--- src/rtl/ddr_fifo_traffic_sequencer.sv ---
// Sequences one DDR FIFO test run: prefill, concurrent stream, drain, with a 48-bit counting pattern.
// Optional macro TSEQ_ERR_STOP_EN adds chk_error and an ERROR state that halts the run on checker errors.
module ddr_fifo_traffic_sequencer #(
   parameter logic [31:0] PREFILL_WORDS = 32'd256,
   parameter logic [31:0] DATA_SEED     = 32'h0000_0000
) (
   input  logic        clk,
   input  logic        rst,
`ifdef TSEQ_ERR_STOP_EN
   input  logic [5:0]  chk_error,
`endif
   input  logic        start,
   input  logic        abort,
   input  logic [31:0] cfg_words,
   input  logic        wr_full,
   output logic        wr_en,
   output logic [47:0] wr_data,
   input  logic        rd_empty,
   output logic        rd_en,
   output logic        busy,
   output logic        done,
   output logic [2:0]  state,
   output logic [31:0] wr_count,
   output logic [31:0] rd_count,
   output logic [31:0] run_cycles
);

   typedef enum logic [2:0] {
      ST_IDLE    = 3'd0,
      ST_PREFILL = 3'd1,
      ST_STREAM  = 3'd2,
      ST_DRAIN   = 3'd3,
`ifdef TSEQ_ERR_STOP_EN
      ST_ERROR   = 3'd5,
`endif
      ST_DONE    = 3'd4
   } state_t;

   state_t      r_state;
   state_t      w_state_next;
   logic [31:0] r_cfg_words;
   logic [31:0] r_pat;
   logic [31:0] r_wr_count;
   logic [31:0] r_rd_count;
   logic [31:0] r_run_cycles;
   logic        w_err;
   logic        w_start_ok;
   logic        w_wr_state;
   logic        w_rd_state;
   logic [32:0] w_wr_sum;
   logic [32:0] w_rd_sum;
   logic [32:0] w_prefill_target;

`ifdef TSEQ_ERR_STOP_EN
   assign w_err = (chk_error != 6'd0);
`else
   assign w_err = 1'b0;
`endif

   assign w_wr_state = (r_state == ST_PREFILL) || (r_state == ST_STREAM);
   assign w_rd_state = (r_state == ST_STREAM) || (r_state == ST_DRAIN);

   // Strobes respond to wr_full/rd_empty/abort in the same cycle, no registering.
   assign wr_en = w_wr_state && !wr_full && (r_wr_count < r_cfg_words) && !abort && !w_err;
   assign rd_en = w_rd_state && !rd_empty && (r_rd_count < r_wr_count) && !abort && !w_err;

   // 33-bit sums so count+strobe never wraps when cfg_words is near 2^32-1.
   assign w_wr_sum         = {1'b0, r_wr_count} + {32'd0, wr_en};
   assign w_rd_sum         = {1'b0, r_rd_count} + {32'd0, rd_en};
   assign w_prefill_target = {1'b0, (PREFILL_WORDS < r_cfg_words) ? PREFILL_WORDS : r_cfg_words};

   always_comb begin
      w_state_next = r_state;
      busy         = 1'b0;
      done         = 1'b0;
      w_start_ok   = 1'b0;
      case (r_state)
         ST_IDLE: begin
            if (start && !abort) begin
               w_start_ok   = 1'b1;
               w_state_next = (cfg_words == 32'd0) ? ST_DONE : ST_PREFILL;
            end
         end
         ST_PREFILL: begin
            busy = 1'b1;
            if (w_wr_sum >= w_prefill_target) begin
               w_state_next = ST_STREAM;
            end
         end
         ST_STREAM: begin
            busy = 1'b1;
            if (w_wr_sum == {1'b0, r_cfg_words}) begin
               w_state_next = ST_DRAIN;
            end
         end
         ST_DRAIN: begin
            busy = 1'b1;
            if (w_rd_sum == {1'b0, r_cfg_words}) begin
               w_state_next = ST_DONE;
            end
         end
         ST_DONE: begin
            done         = 1'b1;
            w_state_next = ST_IDLE;
         end
`ifdef TSEQ_ERR_STOP_EN
         ST_ERROR: begin
            w_state_next = ST_ERROR;
         end
`endif
         default: begin
            w_state_next = ST_IDLE;
         end
      endcase

      // Abort outranks everything outside IDLE; checker errors only stop an active run.
      if (r_state != ST_IDLE) begin
         if (abort) begin
            w_state_next = ST_IDLE;
         end
`ifdef TSEQ_ERR_STOP_EN
         else if (w_err && busy) begin
            w_state_next = ST_ERROR;
         end
`endif
      end
   end

   always_ff @(posedge clk) begin
      if (rst) begin
         r_state <= ST_IDLE;
      end else begin
         r_state <= w_state_next;
      end
   end

   always_ff @(posedge clk) begin
      if (rst) begin
         r_cfg_words  <= 32'd0;
         r_pat        <= DATA_SEED;
         r_wr_count   <= 32'd0;
         r_rd_count   <= 32'd0;
         r_run_cycles <= 32'd0;
      end else if (w_start_ok) begin
         r_cfg_words  <= cfg_words;
         r_pat        <= DATA_SEED;
         r_wr_count   <= 32'd0;
         r_rd_count   <= 32'd0;
         r_run_cycles <= 32'd0;
      end else begin
         if (wr_en) begin
            r_wr_count <= r_wr_count + 32'd1;
            r_pat      <= r_pat + 32'd1;
         end
         if (rd_en) begin
            r_rd_count <= r_rd_count + 32'd1;
         end
         if (busy && (r_run_cycles != 32'hFFFF_FFFF)) begin
            r_run_cycles <= r_run_cycles + 32'd1;
         end
      end
   end

   assign state      = r_state;
   assign wr_data    = {r_pat[15:0], r_pat};
   assign wr_count   = r_wr_count;
   assign rd_count   = r_rd_count;
   assign run_cycles = r_run_cycles;

endmodule

--- config.mk ---
export PLATFORM = sky130hd
export DESIGN_NAME = ddr_fifo_traffic_sequencer
export DESIGN_NICKNAME = d
export VERILOG_FILES = /design/src/rtl/ddr_fifo_traffic_sequencer.sv
export SDC_FILE = /design/constraint.sdc
export NUM_CORES = 1
export LEC_CHECK = 0
export CORE_ASPECT_RATIO = 2
export CORE_MARGIN = 4
export CORE_UTILIZATION = 68
export CTS_BUF_LIST = sky130_fd_sc_hd__clkbuf_16
export DETAILED_ROUTE_END_ITERATION = 8
export DONT_BUFFER_PORTS = 1
export GPL_ROUTABILITY_DRIVEN = 0
export PLACE_DENSITY = 0.82
export SLEW_MARGIN = 25
export SYNTH_ARGS = -nofsm -noshare
export SYNTH_HDL_FRONTEND = slang
export SYNTH_SLANG_ARGS = --single-unit
--- constraint.sdc ---
create_clock -name clk -period 11.5 [get_ports clk]
set_clock_uncertainty 0.15 [all_clocks]
set_input_delay 2.875 -clock clk [delete_from_list [all_inputs] [get_ports clk]]
set_output_delay 2.875 -clock clk [all_outputs]
set_load 0.01 [all_outputs]
==> flow_summary.yaml, run 1 <==
synthesis:
  synth_top_area_cell: "sky130_fd_sc_hd__dfxtp_1"
  syn_area_um2: 11910
  synthDominantCellAreaShare: 0.2740
  synth-async-reset-ratio: 0
  synth_common_cells: "168 x sky130_fd_sc_hd__nor2_1, 163 x sky130_fd_sc_hd__dfxtp_1, 158 x sky130_fd_sc_hd__nand2_1"
  yosys-top-cells-area: "sky130_fd_sc_hd__dfxtp_1 27%, sky130_fd_sc_hd__ha_1 11%, sky130_fd_sc_hd__xnor2_1 11%"
  post_synth.cell_area_avg_um2: 7.663
  yosysUniqueCellTypes: 66
  synth_flop_cell: "sky130_fd_sc_hd__dfxtp_1"
  synth-seq-area-share: 0.2740
  postSynthRegisterBits: 163
  yosysWarningCount: 0
  synth_edf_count: 0
  synthCells: 1554
  post-synth-top-count-cell: "sky130_fd_sc_hd__nor2_1"
drt:
  first_iter_violations: 887
  first_pass_iters: 9
  antenna_violating_nets_post_route: 0
  route.detailed.vias_per_inst: 6.711
  total_number_of_vias: 11620
  route.detailed.wl_per_inst_um: 22.45
  post-route-drc-count: 1
  finalWirelength_mm: 38.86
run_status:
  violations_in_the_final_reports: "design-rule violations"
  status: "finished with violations"
clock_network:
  numCtsBuffers: 17
  clock-sinks: 163
  cts_resized: 0
  h-tree-depth: 4
  cts_tree: "done"
  hold_buffers: 0
  cts.repair_timing.setup_buffer_count: 0
  clk_pin_slew_worst_paths_ps: 60
  clock-root-buffer: "sky130_fd_sc_hd__clkbuf_16"
  clk-insertion-delay-late_ps: 440
  clock_path_buffers: 2
global_route:
  via_count_of_the_first_global_routing_pass: 11290
  gr-usage-all-layers: 0.3894
  overflow: 0
  wire_length_of_the_first_global_routing_pass_mm: 60.03
  initial_antenna_violation_count: 0
  pin_count_of_the_biggest_net_entering_global_routing: 71
worst_setup_path:
  timing.critical_path.required_ps: 11690
  critPathArrivalTime_ps: 8770
  critPathMaxStageDelay_ps: 630
  ff2ff_setup_slack_ps: 3750
  criticalPathCategory: "in2reg"
  cp_capture_type: "flip-flop"
  timing.critical_path.cells: "nor3_1 -> and3_1 -> o221ai_1 -> a2111oi_2 -> nor2_4 -> buf_4 -> inv_1 -> buf_4 -> ha_1 -> ha_1 -> nand3_1 -> nor3_2 -> nand2_1 -> nor4_1 -> xnor2_1 -> ha_1 -> nand4_1 -> nor4_1 -> a21oi_1 -> a2111oi_0 -> a2111oi_0 -> nand3_1 -> a21oi_1 -> a311oi_1"
  timing.critical_path.from_type: "input port"
  crit_top_cell: "sky130_fd_sc_hd__ha_1"
  critical-path-slowest-cell: "sky130_fd_sc_hd__nor4_1"
  path_max_fanout: 56
sta:
  setup-violations-final: 0
  tightestPinTransition_ps: 1234
  timing.fmax_ghz: 0.1165
  fin_setup_tns_ps: 0
  finalHoldViolCount: 0
  period_minus_slack_ps: 8585
  rsz_0062_raised_after_global_routing: "false"
  relSlewSlack: 0.1700
  fin_hold_ws_ps: 362.6
  fin_crit_sh: 0.7465
  maxSlewViolCount: 0
placed_design:
  placement.io_buffers: 0
  detailed_placement_wirelength_estimate_mm: 29.21
  number_of_placed_instances_taps_included: 1699
worst_hold_path:
  timing.hold.worst.class: "reg2reg"
die:
  dieArea_um2: 19820
  core_um2: 17270
  floorplan.die.width_um: 101.6
  num_io_pins: 189
  floorplan.initialDensity: 0.6895
  chipHeight_um: 195.2
  row_count: 68
finish:
  nets: 1648
  final_cells: 1731
  area.growth.synth_to_final_pct: 4.864
  finish.utilization: 0.7231
  antenna-diode-count: 0
  share_of_final_layout_standard_cells_stronger_than_drive_strength_1: 0.04076
pwr:
  fin_total_pwr_w: 0.001274
  power_density_normalized_to_cell_area_nw_per_um2: 102.1
  irDropWorstVdd_mv: 0.1339
  p_leak_nw: 4.461
flow_run:
  maxCapViolations: 0
report_power, final:
group          internal [W]  switching (W)  leakage (nW)  total [W]
clock network      0.000323       0.000256         0.282   0.000578
registers          0.000571      0.0000167          1.32   0.000588
logic             0.0000369      0.0000717          2.86   0.000109
stage by stage:
stage | cell area (um^2) | setup slack, ps
5_1_grt | 12490 | 2586
6_report | 12490 | 2915
3_3_place_gp | 11890 | 2977
4_1_cts | 12480 | 3028
2_1_floorplan | 11990 | 3815
3_5_place_dp | 11890 | 2633
registers in the layout, indices dropped and copies added (netlist names):
signal and flops:
r_cfg_words 32, rd_count 32, wr_count 32, run_cycles 32, state 3, r_pat 32
layer usage:
metal	vias up	share of wire	global-route usage
met3	269	0.086	0.1148
met4	0	0.11	0.3481
met5	-	0	0
met1	5423	0.31	0.3700
met2	615	0.49	0.6531
li1	5310	-	-
cell usage in the layout (no fill, tap or decap), types with 7 or more instances in the layout:
cell                        netlist  routed
sky130_fd_sc_hd__nor4_1          60      58
sky130_fd_sc_hd__nor2_1         168     167
sky130_fd_sc_hd__a31oi_1         10      10
sky130_fd_sc_hd__or3_1           24      24
sky130_fd_sc_hd__and3_1          11      11
sky130_fd_sc_hd__a21oi_1         87      87
sky130_fd_sc_hd__nand2b_1         8       7
sky130_fd_sc_hd__nand2_1        158     158
sky130_fd_sc_hd__nor3_1          51      50
sky130_fd_sc_hd__or2_2            7       7
sky130_fd_sc_hd__and2_1           9       9
sky130_fd_sc_hd__clkbuf_16        0      17
sky130_fd_sc_hd__o21ai_0         39      39
sky130_fd_sc_hd__buf_4           16       8
sky130_fd_sc_hd__inv_1           89      90
sky130_fd_sc_hd__nand4_1         77      77
sky130_fd_sc_hd__xor2_1          58      58
sky130_fd_sc_hd__and4_1           9       9
sky130_fd_sc_hd__a21o_1          26      26
sky130_fd_sc_hd__nand3_1         62      62
sky130_fd_sc_hd__conb_1           1      23
sky130_fd_sc_hd__dfxtp_1        163     163
sky130_fd_sc_hd__or4_1            9       9
sky130_fd_sc_hd__mux2i_1          8       8
sky130_fd_sc_hd__o31ai_1          8       8
sky130_fd_sc_hd__ha_1           102     102
sky130_fd_sc_hd__xnor2_1        145     145
area by class of cell:
class,count,area [um^2]
clock inverters,15,156.4
flip-flops and latches,163,3263
clock buffers,17,425.4
multi-input cells,1228,7983
inverters,90,337.8
fillers,1429,4783
repair buffers,8,60.06
well taps,210,262.8
logic make-up (layout without fill, tap and decap cells):
group,Yosys count,count (layout),synth area share
AOI/OAI and AO/OA,214,214,0.1117
xor gates and xnor gates,204,204,0.1507
adders and majority gates,102,102,0.1072
buffers and inverters,185,130,0.06535
DFF,163,163,0.2740
muxes,10,10,0.008615
other,1,23,0.0003149
and+or+nand+nor,675,675,0.2822
path summary, 6_finish.rpt:
check / depth (start not counted) / to / startpoint
setup / recovery: 24 / state[1] / abort
hold / removal: 2 / r_cfg_words[25] / r_cfg_words[25]
setup reg to reg: 26 / state[1] / wr_count[13]
hold reg to reg: 2 / r_cfg_words[25] / r_cfg_words[25]
worst max-delay path: cells and delay by family:
family | cells | cell delay (ps)
compound gates | 7 | 1650
xor+xnor | 1 | 160
fa+ha+maj | 3 | 770
buf+inv | 3 | 690
simple gates | 10 | 2600
No activity file was read; power rests on OpenSTA's default activity.
==> inputs of run 2 (changes only) <==
--- a/config.mk
+++ b/config.mk
@@ -7,12 +7,12 @@
 export LEC_CHECK = 0
 export CORE_ASPECT_RATIO = 2
 export CORE_MARGIN = 4
-export CORE_UTILIZATION = 68
+export CORE_UTILIZATION = 65
 export CTS_BUF_LIST = sky130_fd_sc_hd__clkbuf_16
 export DETAILED_ROUTE_END_ITERATION = 8
 export DONT_BUFFER_PORTS = 1
 export GPL_ROUTABILITY_DRIVEN = 0
-export PLACE_DENSITY = 0.82
+export PLACE_DENSITY = 0.79
 export SLEW_MARGIN = 25
 export SYNTH_ARGS = -nofsm -noshare
 export SYNTH_HDL_FRONTEND = slang
==> constraint.sdc (replaced) <==
create_clock -name clk -period 8.2 [get_ports clk]
set_clock_uncertainty 0.15 [all_clocks]
set_input_delay 2.05 -clock clk [delete_from_list [all_inputs] [get_ports clk]]
set_output_delay 2.05 -clock clk [all_outputs]
set_load 0.01 [all_outputs]
==> flow_summary.yaml, run 2 (synthesis results as in run 1) <==
pwr:
  irDropWorstVdd_mv: 0.1705
  power.switching_w: 0.0004738
  power.clock.fraction: 0.442
  comb_power_share: 0.088
  proportion_of_total_power_due_to_net_switching: 0.2712
  p_leak_nw: 4.476
  intPower_w: 0.001273
  power_density_normalized_to_cell_area_nw_per_um2: 139.8
  seqPwrFrac: 0.471
finish:
  layout.cells.most_common: "sky130_fd_sc_hd__nor2_1"
  nets: 1652
  area.growth.synth_to_final_pct: 4.948
  antenna-diode-count: 0
  post_layout_instance_area_um2: 12500
  commonest_cells_after_routing_fill_and_taps_aside: "167 x sky130_fd_sc_hd__nor2_1, 163 x sky130_fd_sc_hd__dfxtp_1, 158 x sky130_fd_sc_hd__nand2_1, 145 x sky130_fd_sc_hd__xnor2_1, 102 x sky130_fd_sc_hd__ha_1"
  share_of_final_layout_standard_cells_stronger_than_drive_strength_1: 0.04459
  register_area_um2: 3263
  filler_instances: 1567
  multi_input_combinational_cell_area_um2: 7983
die:
  floorplan.die.width_um: 103.7
  core_um2: 17870
  dieArea_um2: 20680
  chipHeight_um: 199.4
  row_count: 69
  floorplan.initialDensity: 0.6664
  num_io_pins: 189
clock_network:
  h-tree-depth: 4
  clock-root-buffer: "sky130_fd_sc_hd__clkbuf_16"
  clk_pin_slew_worst_paths_ps: 70
  numCtsBuffers: 17
  hold_buffers: 0
  clk-insertion-delay-late_ps: 430
  clock_path_buffers: 2
  cts_resized: 0
  clock-sinks: 163
  cts.repair_timing.setup_buffer_count: 0
  cts_tree: "done"
worst_setup_path:
  ff2ff_setup_slack_ps: 1150
  timing.critical_path.required_ps: 8380
  path_max_fanout: 8
  cp_num_cells: 22
  timing.critical_path.cells: "nor3_1 -> and3_1 -> o221ai_1 -> a2111oi_2 -> nor2_4 -> inv_1 -> ha_1 -> ha_1 -> nand3_1 -> nor3_2 -> nand2_1 -> nor4_1 -> xnor2_1 -> ha_1 -> nand4_1 -> nor4_1 -> a21oi_1 -> a2111oi_0 -> a2111oi_0 -> nand3_1 -> a21oi_1 -> a311oi_1"
  critPathArrivalTime_ps: 7470
  timing.critical_path.from: "abort"
  r2r-start: "r_cfg_words[6]"
  timing.critical_path.from_type: "input port"
  criticalPathCategory: "in2reg"
  r2r.worst_path.cells: 25
  worst_setup_path_endpoint: "state[1]"
  cp_delay_by_family_top: "simple AND/OR/NAND/NOR gates"
  critPathMaxStageDelay_ps: 590
  cp_capture_type: "flip-flop"
  worstReg2RegEnd: "state[1]"
  cp_num_buf_inv: 1
  critical-path-slowest-cell: "sky130_fd_sc_hd__nor4_1"
  crit_top_cell: "sky130_fd_sc_hd__ha_1"
sta:
  fin_crit_sh: 0.8895
  fin_setup_tns_ps: 0
  maxSlewViolCount: 0
  setup-violations-final: 0
  relSlewSlack: 0.3195
  finalHoldViolCount: 0
  timing.fmax_ghz: 0.1371
  rsz_0062_raised_after_global_routing: "false"
  period_minus_slack_ps: 7294
  tightestPinTransition_ps: 1013
placed_design:
  placement.io_buffers: 0
  detailed_placement_wirelength_estimate_mm: 29.34
  placed_instance_area_um2: 11930
drt:
  first_pass_iters: 7
  post-route-drc-count: 0
  total_number_of_vias: 11590
  route.detailed.wl_per_inst_um: 22.13
  finalWirelength_mm: 38.46
  first_iter_violations: 765
  route.detailed.vias_per_inst: 6.669
  antenna_violating_nets_post_route: 0
worst_hold_path:
  timing.hold.worst.class: "reg2reg"
  worst_hold_path.num_cells: 2
global_route:
  via_count_of_the_first_global_routing_pass: 11370
  pin_count_of_the_biggest_net_entering_global_routing: 80
  initial_antenna_violation_count: 0
  wire_length_of_the_first_global_routing_pass_mm: 59.91
  gr-usage-all-layers: 0.3683
  overflow: 0
flow_run:
  maxCapViolations: 0
run_status:
  status: "completed"
[run 2: cell count changes in the layout (fill, tap and decap cells not counted), sizes merged]
| cell | delta |
|---|---|
| clkinvlp | +1 |
| buf | +4 |
| bufinv | -1 |
[run 2: per-stage QoR]
| step | utilization | hold slack (ps) | cells | total power, W | worst slack [ps] |
|---|---|---|---|---|---|
| floorplan | - | 322.9 | 1576 | 0.0009396 | 1340 |
| global placement | 0.6672 | 333.8 | 1706 | 0.0009826 | 1025 |
| detailed placement | 0.6674 | 347.8 | 1706 | 0.0009850 | 758.8 |
| CTS | 0.6987 | 357.1 | 1738 | 0.001746 | 1172 |
| global route | 0.6994 | 391.3 | 1738 | 0.001799 | 520.6 |
| finish | 0.6994 | 360.1 | 1738 | 0.001747 | 906.1 |
[run 2: layout make-up]
cell class,count,share of cell area
Timing Repair Buffer,12,0.007208
Clock buffer,17,0.03404
Sequential cell,163,0.2611
Multi-Input combinational cell,1228,0.6387
Inverter,90,0.02703
Tap cell,213,0.02132
Clock inverter,15,0.01061
[run 2: metal layers]
metal  share of wire  vias to the layer above  GRT usage  wire [um]
li1                -                     5347          -          -
met1            0.32                     5424     0.3446      12270
met2            0.51                      585     0.6642      19480
met3           0.078                      234    0.09926       3019
met4           0.096                        0     0.3116       3690
met5               0                        -          0          0
[run 2: worst min-delay path by stage]
stage | start | endpoint | slack [ps]
5_1_grt | r_cfg_words[13] | r_cfg_words[13] | 390
2_1_floorplan | r_cfg_words[16] | r_cfg_words[16] | 320
3_3_place_gp | r_cfg_words[13] | r_cfg_words[13] | 330
3_5_place_dp | r_cfg_words[13] | r_cfg_words[13] | 350
6_report | r_cfg_words[13] | r_cfg_words[13] | 360
4_1_cts | r_cfg_words[13] | r_cfg_words[13] | 360
[run 2: worst reg2reg max path, stage by stage, from the launching register on]
cell	delay, ps
sky130_fd_sc_hd__dfxtp_1	490
sky130_fd_sc_hd__inv_1	160
sky130_fd_sc_hd__ha_1	320
sky130_fd_sc_hd__a21o_1	190
sky130_fd_sc_hd__a21oi_1	190
sky130_fd_sc_hd__o211a_1	230
sky130_fd_sc_hd__o211ai_1	280
sky130_fd_sc_hd__a2111oi_2	500
sky130_fd_sc_hd__nor2_4	70
sky130_fd_sc_hd__inv_1	260
sky130_fd_sc_hd__ha_1	230
sky130_fd_sc_hd__ha_1	180
sky130_fd_sc_hd__nand3_1	270
sky130_fd_sc_hd__nor3_2	530
sky130_fd_sc_hd__nand2_1	280
sky130_fd_sc_hd__nor4_1	590
sky130_fd_sc_hd__xnor2_1	140
sky130_fd_sc_hd__ha_1	320
sky130_fd_sc_hd__nand4_1	130
sky130_fd_sc_hd__nor4_1	270
sky130_fd_sc_hd__a21oi_1	100
sky130_fd_sc_hd__a2111oi_0	490
sky130_fd_sc_hd__a2111oi_0	140
sky130_fd_sc_hd__nand3_1	130
sky130_fd_sc_hd__a21oi_1	70
sky130_fd_sc_hd__a311oi_1	260
[run 2: power groups by stage]
stage / sequential [W] / combinational (W) / clock [W]
floorplan: 0.000828 / 0.000111 / 0
global placement: 0.000838 / 0.000144 / 0
detailed placement: 0.000839 / 0.000146 / 0
CTS: 0.000820 / 0.000147 / 0.000778
global route: 0.000822 / 0.000167 / 0.000810
finish: 0.000822 / 0.000153 / 0.000772
